==> src/rtl/pong_pkg.sv <==
// Shared types and widths for the Pong game-flow logic.
package pong_pkg;

  typedef enum logic [1:0] {
    IDLE  = 2'd0,
    SERVE = 2'd1,
    PLAY  = 2'd2,
    OVER  = 2'd3
  } game_state_t;

  localparam int unsigned SCORE_W = 4;

  // Larger of two unsigned values, used to size shared frame counters.
  function automatic int unsigned max_u(input int unsigned a, input int unsigned b);
    return (a > b) ? a : b;
  endfunction

endpackage

==> src/rtl/score_ctrl_if.sv <==
// Event pulses into and game status out of the Pong scoring controller.
interface score_ctrl_if;
  import pong_pkg::*;

  logic               frame;
  logic               start;
  logic               point_l;
  logic               point_r;
  logic [SCORE_W-1:0] score_l;
  logic [SCORE_W-1:0] score_r;
  logic               play;
  logic               serve;
  logic               serve_dir;
  logic               game_over;
  logic               winner;
  logic               show_score;

  modport master (
    output frame, start, point_l, point_r,
    input  score_l, score_r, play, serve, serve_dir, game_over, winner, show_score
  );

  modport slave (
    input  frame, start, point_l, point_r,
    output score_l, score_r, play, serve, serve_dir, game_over, winner, show_score
  );

endinterface

==> src/rtl/frame_timer.sv <==
// Frame-pulse counter with synchronous clear and a terminal-count flag
// against a runtime limit; wraps to zero on terminal count.
module frame_timer #(
  parameter int unsigned CNT_W = 6
) (
  input  logic             clk_pix,
  input  logic             rst_pix,
  input  logic             clear,
  input  logic             en,
  input  logic             frame,
  input  logic [CNT_W-1:0] limit,
  output logic             tc_c
);

  logic [CNT_W-1:0] cnt_q;
  logic [CNT_W-1:0] last_c;

  assign last_c = CNT_W'(limit - CNT_W'(1));
  assign tc_c   = en && frame && (cnt_q == last_c);

  // Clear outranks counting so a transition on a frame edge starts from zero.
  always_ff @(posedge clk_pix) begin
    if (rst_pix) begin
      cnt_q <= '0;
    end else if (clear) begin
      cnt_q <= '0;
    end else if (en && frame) begin
      cnt_q <= tc_c ? '0 : CNT_W'(cnt_q + CNT_W'(1));
    end
  end

endmodule

==> src/rtl/score_ctrl.sv <==
// Pong game-flow controller: sequences serve/play/point/game-over,
// owns both scores and blinks the score display once a game is won.
module score_ctrl
  import pong_pkg::*;
#(
  parameter int unsigned WIN_SCORE    = 9,
  parameter int unsigned SERVE_FRAMES = 60,
  parameter int unsigned BLINK_FRAMES = 30
) (
  input  logic         clk_pix,
  input  logic         rst_pix,
  score_ctrl_if.slave  bus
);

  localparam int unsigned CNT_W = $clog2(max_u(SERVE_FRAMES, BLINK_FRAMES) + 1);
  localparam logic [SCORE_W-1:0] WIN_L   = SCORE_W'(WIN_SCORE);
  localparam logic [CNT_W-1:0]   SERVE_L = CNT_W'(SERVE_FRAMES);
  localparam logic [CNT_W-1:0]   BLINK_L = CNT_W'(BLINK_FRAMES);

  game_state_t        state_q, state_d;
  logic [SCORE_W-1:0] score_l_q, score_l_d;
  logic [SCORE_W-1:0] score_r_q, score_r_d;
  logic               play_q, play_d;
  logic               serve_q, serve_d;
  logic               serve_dir_q, serve_dir_d;
  logic               game_over_q, game_over_d;
  logic               winner_q, winner_d;
  logic               show_q, show_d;

  logic               tmr_clr_c;
  logic               tmr_en_c;
  logic [CNT_W-1:0]   tmr_limit_c;
  logic               tmr_tc_c;

  // One timer serves both the serve delay and the blink half-period.
  assign tmr_en_c    = (state_q == SERVE) || (state_q == OVER);
  assign tmr_limit_c = (state_q == OVER) ? BLINK_L : SERVE_L;

  frame_timer #(
    .CNT_W (CNT_W)
  ) u_timer (
    .clk_pix (clk_pix),
    .rst_pix (rst_pix),
    .clear   (tmr_clr_c),
    .en      (tmr_en_c),
    .frame   (bus.frame),
    .limit   (tmr_limit_c),
    .tc_c    (tmr_tc_c)
  );

  always_ff @(posedge clk_pix) begin
    if (rst_pix) begin
      state_q     <= IDLE;
      score_l_q   <= '0;
      score_r_q   <= '0;
      play_q      <= 1'b0;
      serve_q     <= 1'b0;
      serve_dir_q <= 1'b1;
      game_over_q <= 1'b0;
      winner_q    <= 1'b0;
      show_q      <= 1'b1;
    end else begin
      state_q     <= state_d;
      score_l_q   <= score_l_d;
      score_r_q   <= score_r_d;
      play_q      <= play_d;
      serve_q     <= serve_d;
      serve_dir_q <= serve_dir_d;
      game_over_q <= game_over_d;
      winner_q    <= winner_d;
      show_q      <= show_d;
    end
  end

  always_comb begin
    state_d     = state_q;
    score_l_d   = score_l_q;
    score_r_d   = score_r_q;
    play_d      = play_q;
    serve_d     = 1'b0;
    serve_dir_d = serve_dir_q;
    game_over_d = game_over_q;
    winner_d    = winner_q;
    show_d      = show_q;
    tmr_clr_c   = 1'b0;

    unique case (state_q)
      IDLE: begin
        if (bus.start) begin
          state_d   = SERVE;
          tmr_clr_c = 1'b1;
        end
      end

      SERVE: begin
        if (tmr_tc_c) begin
          state_d = PLAY;
          serve_d = 1'b1;
          play_d  = 1'b1;
        end
      end

      PLAY: begin
        if (bus.point_l && bus.point_r) begin
          // Simultaneous exits count as a draw: re-serve with no score change.
          state_d   = SERVE;
          play_d    = 1'b0;
          tmr_clr_c = 1'b1;
        end else if (bus.point_l) begin
          if (score_l_q < WIN_L) score_l_d = SCORE_W'(score_l_q + SCORE_W'(1));
          serve_dir_d = 1'b1;
          play_d      = 1'b0;
          tmr_clr_c   = 1'b1;
          if (score_l_d == WIN_L) begin
            state_d     = OVER;
            winner_d    = 1'b0;
            game_over_d = 1'b1;
          end else begin
            state_d = SERVE;
          end
        end else if (bus.point_r) begin
          if (score_r_q < WIN_L) score_r_d = SCORE_W'(score_r_q + SCORE_W'(1));
          serve_dir_d = 1'b0;
          play_d      = 1'b0;
          tmr_clr_c   = 1'b1;
          if (score_r_d == WIN_L) begin
            state_d     = OVER;
            winner_d    = 1'b1;
            game_over_d = 1'b1;
          end else begin
            state_d = SERVE;
          end
        end
      end

      OVER: begin
        if (bus.start) begin
          // Loser of the finished game gets the first serve.
          state_d     = SERVE;
          score_l_d   = '0;
          score_r_d   = '0;
          game_over_d = 1'b0;
          show_d      = 1'b1;
          serve_dir_d = ~winner_q;
          tmr_clr_c   = 1'b1;
        end else if (tmr_tc_c) begin
          show_d = ~show_q;
        end
      end

      default: begin
        state_d = IDLE;
      end
    endcase
  end

  assign bus.score_l    = score_l_q;
  assign bus.score_r    = score_r_q;
  assign bus.play       = play_q;
  assign bus.serve      = serve_q;
  assign bus.serve_dir  = serve_dir_q;
  assign bus.game_over  = game_over_q;
  assign bus.winner     = winner_q;
  assign bus.show_score = show_q;

endmodule

==> src/flat_wrapper.sv <==
// flat-port wrapper written by rule: the top's interface ports become plain ports
module score_ctrl_flat import pong_pkg::*;
#(
  parameter int unsigned WIN_SCORE    = 9,
  parameter int unsigned SERVE_FRAMES = 60,
  parameter int unsigned BLINK_FRAMES = 30
)
  (clk_pix, rst_pix, bus_frame, bus_start, bus_point_l, bus_point_r, bus_score_l, bus_score_r, bus_play, bus_serve, bus_serve_dir, bus_game_over, bus_winner, bus_show_score);
  score_ctrl_if bus_i ();
  input  logic clk_pix;
  input  logic rst_pix;
  input wire logic [$bits(bus_i.frame)-1:0] bus_frame;
  input wire logic [$bits(bus_i.start)-1:0] bus_start;
  input wire logic [$bits(bus_i.point_l)-1:0] bus_point_l;
  input wire logic [$bits(bus_i.point_r)-1:0] bus_point_r;
  output wire logic [$bits(bus_i.score_l)-1:0] bus_score_l;
  output wire logic [$bits(bus_i.score_r)-1:0] bus_score_r;
  output wire logic [$bits(bus_i.play)-1:0] bus_play;
  output wire logic [$bits(bus_i.serve)-1:0] bus_serve;
  output wire logic [$bits(bus_i.serve_dir)-1:0] bus_serve_dir;
  output wire logic [$bits(bus_i.game_over)-1:0] bus_game_over;
  output wire logic [$bits(bus_i.winner)-1:0] bus_winner;
  output wire logic [$bits(bus_i.show_score)-1:0] bus_show_score;
  assign bus_i.frame = bus_frame;
  assign bus_i.start = bus_start;
  assign bus_i.point_l = bus_point_l;
  assign bus_i.point_r = bus_point_r;
  assign bus_score_l = bus_i.score_l;
  assign bus_score_r = bus_i.score_r;
  assign bus_play = bus_i.play;
  assign bus_serve = bus_i.serve;
  assign bus_serve_dir = bus_i.serve_dir;
  assign bus_game_over = bus_i.game_over;
  assign bus_winner = bus_i.winner;
  assign bus_show_score = bus_i.show_score;
  score_ctrl #(.WIN_SCORE(WIN_SCORE), .SERVE_FRAMES(SERVE_FRAMES), .BLINK_FRAMES(BLINK_FRAMES)) u_core (.clk_pix(clk_pix), .rst_pix(rst_pix), .bus(bus_i));
endmodule
==> config.mk <==
export PLATFORM = sky130hd
export DESIGN_NAME = score_ctrl_flat
export DESIGN_NICKNAME = d
export VERILOG_FILES = /design/src/rtl/pong_pkg.sv /design/src/rtl/score_ctrl_if.sv /design/src/rtl/frame_timer.sv /design/src/rtl/score_ctrl.sv /design/src/flat_wrapper.sv
export SDC_FILE = /design/constraint.sdc
export NUM_CORES = 1
export LEC_CHECK = 0
export CAP_MARGIN = 30
export CORE_MARGIN = 2
export CORE_UTILIZATION = 35
export DETAILED_ROUTE_END_ITERATION = 12
export PLACE_DENSITY_LB_ADDON = 0.25
export SETUP_SLACK_MARGIN = 0.1
export SLEW_MARGIN = 20
export SYNTH_ARGS = -nofsm -noshare
export SYNTH_HDL_FRONTEND = slang
export SYNTH_SLANG_ARGS = --single-unit
==> constraint.sdc <==
create_clock -name clk_pix -period 4.74 [get_ports clk_pix]
set_clock_uncertainty 0.1 [all_clocks]
set_input_delay 1.422 -clock clk_pix [delete_from_list [all_inputs] [get_ports clk_pix]]
set_output_delay 1.422 -clock clk_pix [all_outputs]
set_load 0.01 [all_outputs]
==> reports/results.txt, run 1 <==
layout cell share with drive strength beyond 1: 4.396%
post-CTS sizing: 0
core area: 3661 sq um
Tightest Pin Transition: 744.8 ps
sequential power share: 38.9%
RR Endpoint: u_core.state_q[0]
synthesized-area fraction occupied by adder cells: 8.467%
sw frac: 35.39%
CTS max path bufs: 2
proportion of synthesized area in mux cells: 2.258%
fin crit period: 3047 ps
# port buffers: 19
initial antenna violation count: 0
Tightest Hold Check Type: reg2reg
syn nets: 178
total number of vias: 1225
TritonCTS clock tree: built
crit share post-route: 64.29%
Fin. Hold Viols: 0
worst hold stages: 2
Crit. End Element: register
syn avg cell area: 8.160 sq um
Critical Path AT: 3120 ps
Setup Fix Bufs, Post-CTS: 0
Lkg Pwr: 0.5796 nW
leading cell types in the layout, fill and taps excluded: dfxtp_1, clkdlybuf4s50_1, nor2_1, a21oi_1, inv_1
WL final: 2.988 mm
first-pass GRT wire length: 5.161 mm
1st-pass router iterations: 4
CP Max Fanout: 8
area of the multi-input gates: 832.0 sq um
vias in the first global route: 1189
DIE HEIGHT: 65.65 microns
dpl cell area: 1564 sq um
initial core utilization: 36.33%
register area share after synthesis: 33.11%
commonest non-fill, non-tap cell in the layout: dfxtp_1
CP most frequent cell: nor2_1
clock power share: 23.9%
Final TNS setup: 0 ps
# setup viols final: 0
Nets: 198
Root Buffer: clkbuf_8
DR WL/cell: 12.99 microns
CTS buffer count: 3
Avg Vias per Cell: 5.326
EDFF count, synth: 0
Rows: 22
GR Overflow Total: 0
CP required: 4810 ps
CP Launch Point: bus_frame
DP Wirelength: 2.239 mm
Syn Inst Count: 163
Startpoint Class: input pin
R2R setup slack: 2310 ps
Antenna Nets Post-Route: 0
synth warn: 0
die area: 4309 sq um
Max Freq: 0.3281 GHz
Max Cap Viol: 0
CTS Sinks: 22
critical path's top delay family: compound AO/OA/AOI/OAI gates
Detailed Route Iter0 Violations: 47
hold endpoint: u_core.bus.play
WS Path Type: in2reg
run status: finished clean
Simple-Gate Fraction of Synth Area: 25.87%
commonest register cell after synthesis: dfxtp_1
GRT Total Usage: 15.30%
post-route cell area: 1619 sq um
Peak VDD IR: 0.1471 mV
Slowest cell on crit path: a222oi_1
Worst Reg-to-Reg Cells: 7
Storage cell area: 440.4 sq um
P per Cell Area: 348.9 nW/um^2
clk slew on worst S/H paths: 80 ps
Antenna diodes: 0
H-Tree Depth: 1
crit path cell chain: clkdlybuf4s50_1 -> o21ai_1 -> nor2_1 -> o21ai_2 -> a222oi_1 -> nor2_1 -> a211oi_1
RSZ-0062 raised after global routing: no
hold-fix buffers at CTS: 0
ys async rst share: 0%
die extent in x: 65.65 microns
Logic pwr share: 37.2%
pin count of the biggest net entering global routing: 21
Seq cells post-synth: 22
Compound-Gate Fraction of Synth Area: 22.67%
# IOs: 20
Worst Min Path Start: u_core.bus.play
CP bufs+invs: 1
Layout fillers: 377
Internal Pwr Total: 0.3650 mW
post-synthesis xor/xnor area fraction: 3.293%
worst skew pair latency: 260 ps
area delta synth->final: 21.73%
worst r2r src: u_core.state_q[0]
DRC violations left: 0
largest family of logic cells by synthesized area: simple AND/OR/NAND/NOR gates
Slew HR: 50.19%
synth unique cells: 41
synthesized cell area: 1330 sq um
max incr delay on CP: 520 ps
Design Power: 0.5649 mW
Switching Power: 0.1999 mW
Slew Limit Fails: 0
GP Congestion: 0.7612
[power groups by stage]
stage	sequential (mW)	combinational [mW]	clock [mW]
floorplan	0.224	0.152	0
global placement	0.223	0.203	0
detailed placement	0.224	0.209	0
CTS	0.220	0.211	0.141
global route	0.224	0.240	0.149
finish	0.220	0.210	0.135
[through the flow]
stage | setup WS [ps] | hold WS [ps] | util, % | instances
3_5_place_dp | 1427 | 379.6 | 42.72 | 226
6_report | 1693 | 386.7 | 44.22 | 230
3_3_place_gp | 1480 | 363.2 | 42.72 | 226
2_1_floorplan | 2107 | 374.4 | - | 163
5_1_grt | 1519 | 431.6 | 44.22 | 230
4_1_cts | 1698 | 392.4 | 44.22 | 230
[how the worst max path moves through the flow]
stage,end,slack (ps),depth (start not counted)
2_1_floorplan,u_core.state_q[0],2110,6
3_3_place_gp,u_core.state_q[0],1480,7
3_5_place_dp,u_core.state_q[0],1430,7
4_1_cts,u_core.state_q[0],1700,7
5_1_grt,u_core.bus.score_r[0],1520,7
6_report,u_core.state_q[0],1690,7
[synthesized netlist by cell type, types with 3 or more instances]
cell type   n  share of area, %
dfxtp_1    22                33
nor2_1     18               5.1
a21oi_1    14               5.3
inv_1      11               3.1
ha_1        9               8.5
nand2b_1    9               4.2
nand2_1     8               2.3
nor2b_1     6               2.8
and3_1      5               2.4
o21ai_0     5               1.9
a211oi_1    4               2.3
nand3_1     4               1.5
nor3_1      4               1.5
clkbuf_1    3              0.85
mux2i_1     3               2.3
xnor2_1     3               2.0
[state kept, by name (all words and copies together), names as in the netlist]
signal,cells
u_core.u_timer.cnt_q,6
u_core.bus.score_l,4
u_core.bus.score_r,4
u_core.state_q,2
u_core.bus.game_over,1
u_core.bus.play,1
u_core.bus.serve,1
u_core.bus.serve_dir,1
u_core.bus.show_score,1
u_core.bus.winner,1
[layer usage]
| metal | global-route usage, % | up-vias | wire [microns] |
|---|---|---|---|
| met2 | 28.28 | 17 | 1478 |
| met4 | 3.125 | 0 | 16 |
| met5 | 0 | - | 0 |
| li1 | - | 623 | - |
| met1 | 17.42 | 583 | 1392 |
| met3 | 4.110 | 2 | 100 |
[area by class of cell]
type | instances | share of cell area (%)
inverter | 11 | 2.550
clock buffer | 4 | 3.400
timing repair buffer | 19 | 11.75
sequential | 22 | 27.20
multi-input combinational | 126 | 51.39
tap | 48 | 3.709
[cell families (layout without fill, tap and decap cells)]
| kind of cell | after synthesis | in the layout |
|---|---|---|
| flops | 22 | 22 |
| buf+inv | 15 | 34 |
| fa+ha+maj | 9 | 9 |
| simple gates | 64 | 64 |
| xor+xnor | 5 | 5 |
| mux | 3 | 3 |
| compound gates | 45 | 45 |
[tightest hold or removal path: stages (launching register included)]
cell      delay (ps)
dfxtp_1          320
nand2b_1          70
a21oi_1           50
Note: power is estimated with default switching activity, not from simulation.
==> run 2, diff against run 1 <==
- clock period: 4.74 -> 2.55 ns (I/O delays scaled with it)
==> reports/results.txt, run 2 (synthesis gave the netlist of run 1 again) <==
dpl cell area: 1624 sq um
Slew HR: 65.43%
first-pass GRT wire length: 5.285 mm
Root Buffer: clkbuf_8
Avg Vias per Cell: 5.335
Worst Reg-to-Reg Cells: 8
max reg flops: 6
Antenna Nets Post-Route: 0
Critical Path AT: 2330 ps
GRT Total Usage: 15.53%
Tightest Hold Check Type: reg2reg
Nets: 207
post-route cell area: 1689 sq um
Fin. Hold Viols: 0
leading cell types in the layout, fill and taps excluded: dfxtp_1, clkdlybuf4s50_1, nor2_1, a21oi_1, inv_1
CTS max path bufs: 2
initial core utilization: 36.33%
WS Path Type: in2reg
P per Cell Area: 650.9 nW/um^2
die extent in x: 65.65 microns
worst skew pair latency: 260 ps
TritonCTS clock tree: built
vias in the first global route: 1232
area delta synth->final: 27.00%
worst r2r src: u_core.bus.score_r[0]
Max Cap Viol: 0
# IOs: 20
total number of vias: 1275
worst hold stages: 2
commonest non-fill, non-tap cell in the layout: dfxtp_1
Tightest Pin Transition: 517.2 ps
setup slack after layout: 294.0 ps
hold-fix buffers at CTS: 0
CP Max Fanout: 3
crit path cell chain: clkdlybuf4s50_1 -> o21ai_1 -> nor2_1 -> o21ai_2 -> a222oi_1 -> buf_4 -> nand3_1 -> o31ai_1
layout cell share with drive strength beyond 1: 9.424%
Detailed Route Iter0 Violations: 44
pre-CTS setup slack: -11.07 ps
WL final: 3.009 mm
Slowest cell on crit path: clkdlybuf4s50_1
run status: finished clean
max incr delay on CP: 490 ps
crit share post-route: 88.47%
Layout fillers: 356
# setup viols final: 0
Peak VDD IR: 0.4206 mV
DRC violations left: 0
GR Overflow Total: 0
final design utilization: 46.14%
largest reg by FF count: u_core.u_timer.cnt_q
pin count of the biggest net entering global routing: 13
RSZ-0062 raised after global routing: no
initial antenna violation count: 0
CTS Sinks: 22
CTS buffer count: 3
DIE HEIGHT: 65.65 microns
CP Launch Point: bus_frame
CP bufs+invs: 2
Max Freq: 0.4433 GHz
Lkg Pwr: 0.6238 nW
DP Wirelength: 2.316 mm
die area: 4309 sq um
Antenna diodes: 0
Crit. End Element: register
Slew Limit Fails: 0
Worst Min Path Start: u_core.bus.play
DR WL/cell: 12.59 microns
critical path's top delay family: compound AO/OA/AOI/OAI gates
CP Depth: 8
Rows: 22
1st-pass router iterations: 4
GP Congestion: 0.7968
# port buffers: 19
H-Tree Depth: 1
CP required: 2630 ps
core area: 3661 sq um
clk slew on worst S/H paths: 80 ps
fin crit period: 2256 ps
Startpoint Class: input pin
run 2: cell count changes in the layout (fill, tap and decap cells not counted):
cell / before / now
o21ai_0: 5 / 4
dfxtp_2: 0 / 1
a2111oi_0: 1 / 0
buf_4: 0 / 9
o21ai_1: 1 / 2
dfxtp_1: 22 / 21
a2111oi_1: 0 / 1
run 2: worst paths after layout:
path,to,slack (ps)
worst max-delay path,u_core.state_q[1],290
worst min-delay path,u_core.bus.play,400
worst max register to register,u_core.bus.game_over,340
worst min register to register,u_core.bus.play,400
run 2: per-stage QoR:
step,setup TNS (ps),instances,power [mW],hold slack [ps]
after floorplan,0,163,0.6997,374.4
after global placement,0,234,0.8338,377.5
after detailed placement,-11.07,234,0.8461,377.5
after CTS,0,238,1.102,390.5
after global routing,0,239,1.191,401.6
final,0,239,1.100,396.0
run 2: layer usage:
layer	global-route usage (%)	wire, microns
met5	0	0
met4	3.906	23
met3	4.281	108
met2	28.16	1560
met1	17.79	1316
run 2: worst min-delay path, cell delays in order (launching register included):
cell and delay, ps:
dfxtp_1 330, nand2b_1 70, a21oi_1 50
run 2: cell type report:
cell class	count	area, sq um	share of cell area [%]
multi-input cells	126	833.3	49.33
flip-flops and latches	22	441.7	26.15
clock buffers	4	55.05	3.259
repair buffers	28	257.7	15.26
well taps	48	60.06	3.556
inverters	11	41.29	2.444
run 2: where the power goes:
part           internal, mW  switching [mW]  total (mW)
registers             0.378          0.0314       0.409
clock network         0.138           0.111       0.249
logic                 0.200           0.241       0.442
run 2: timing repair:
action | 4_1_cts | 5_1_grt
endpoints found under the setup margin | 0 | 2
gates resized for setup | 0 | 3
buffers inserted | 0 | 1
endpoints found under the hold margin | 0 | 0
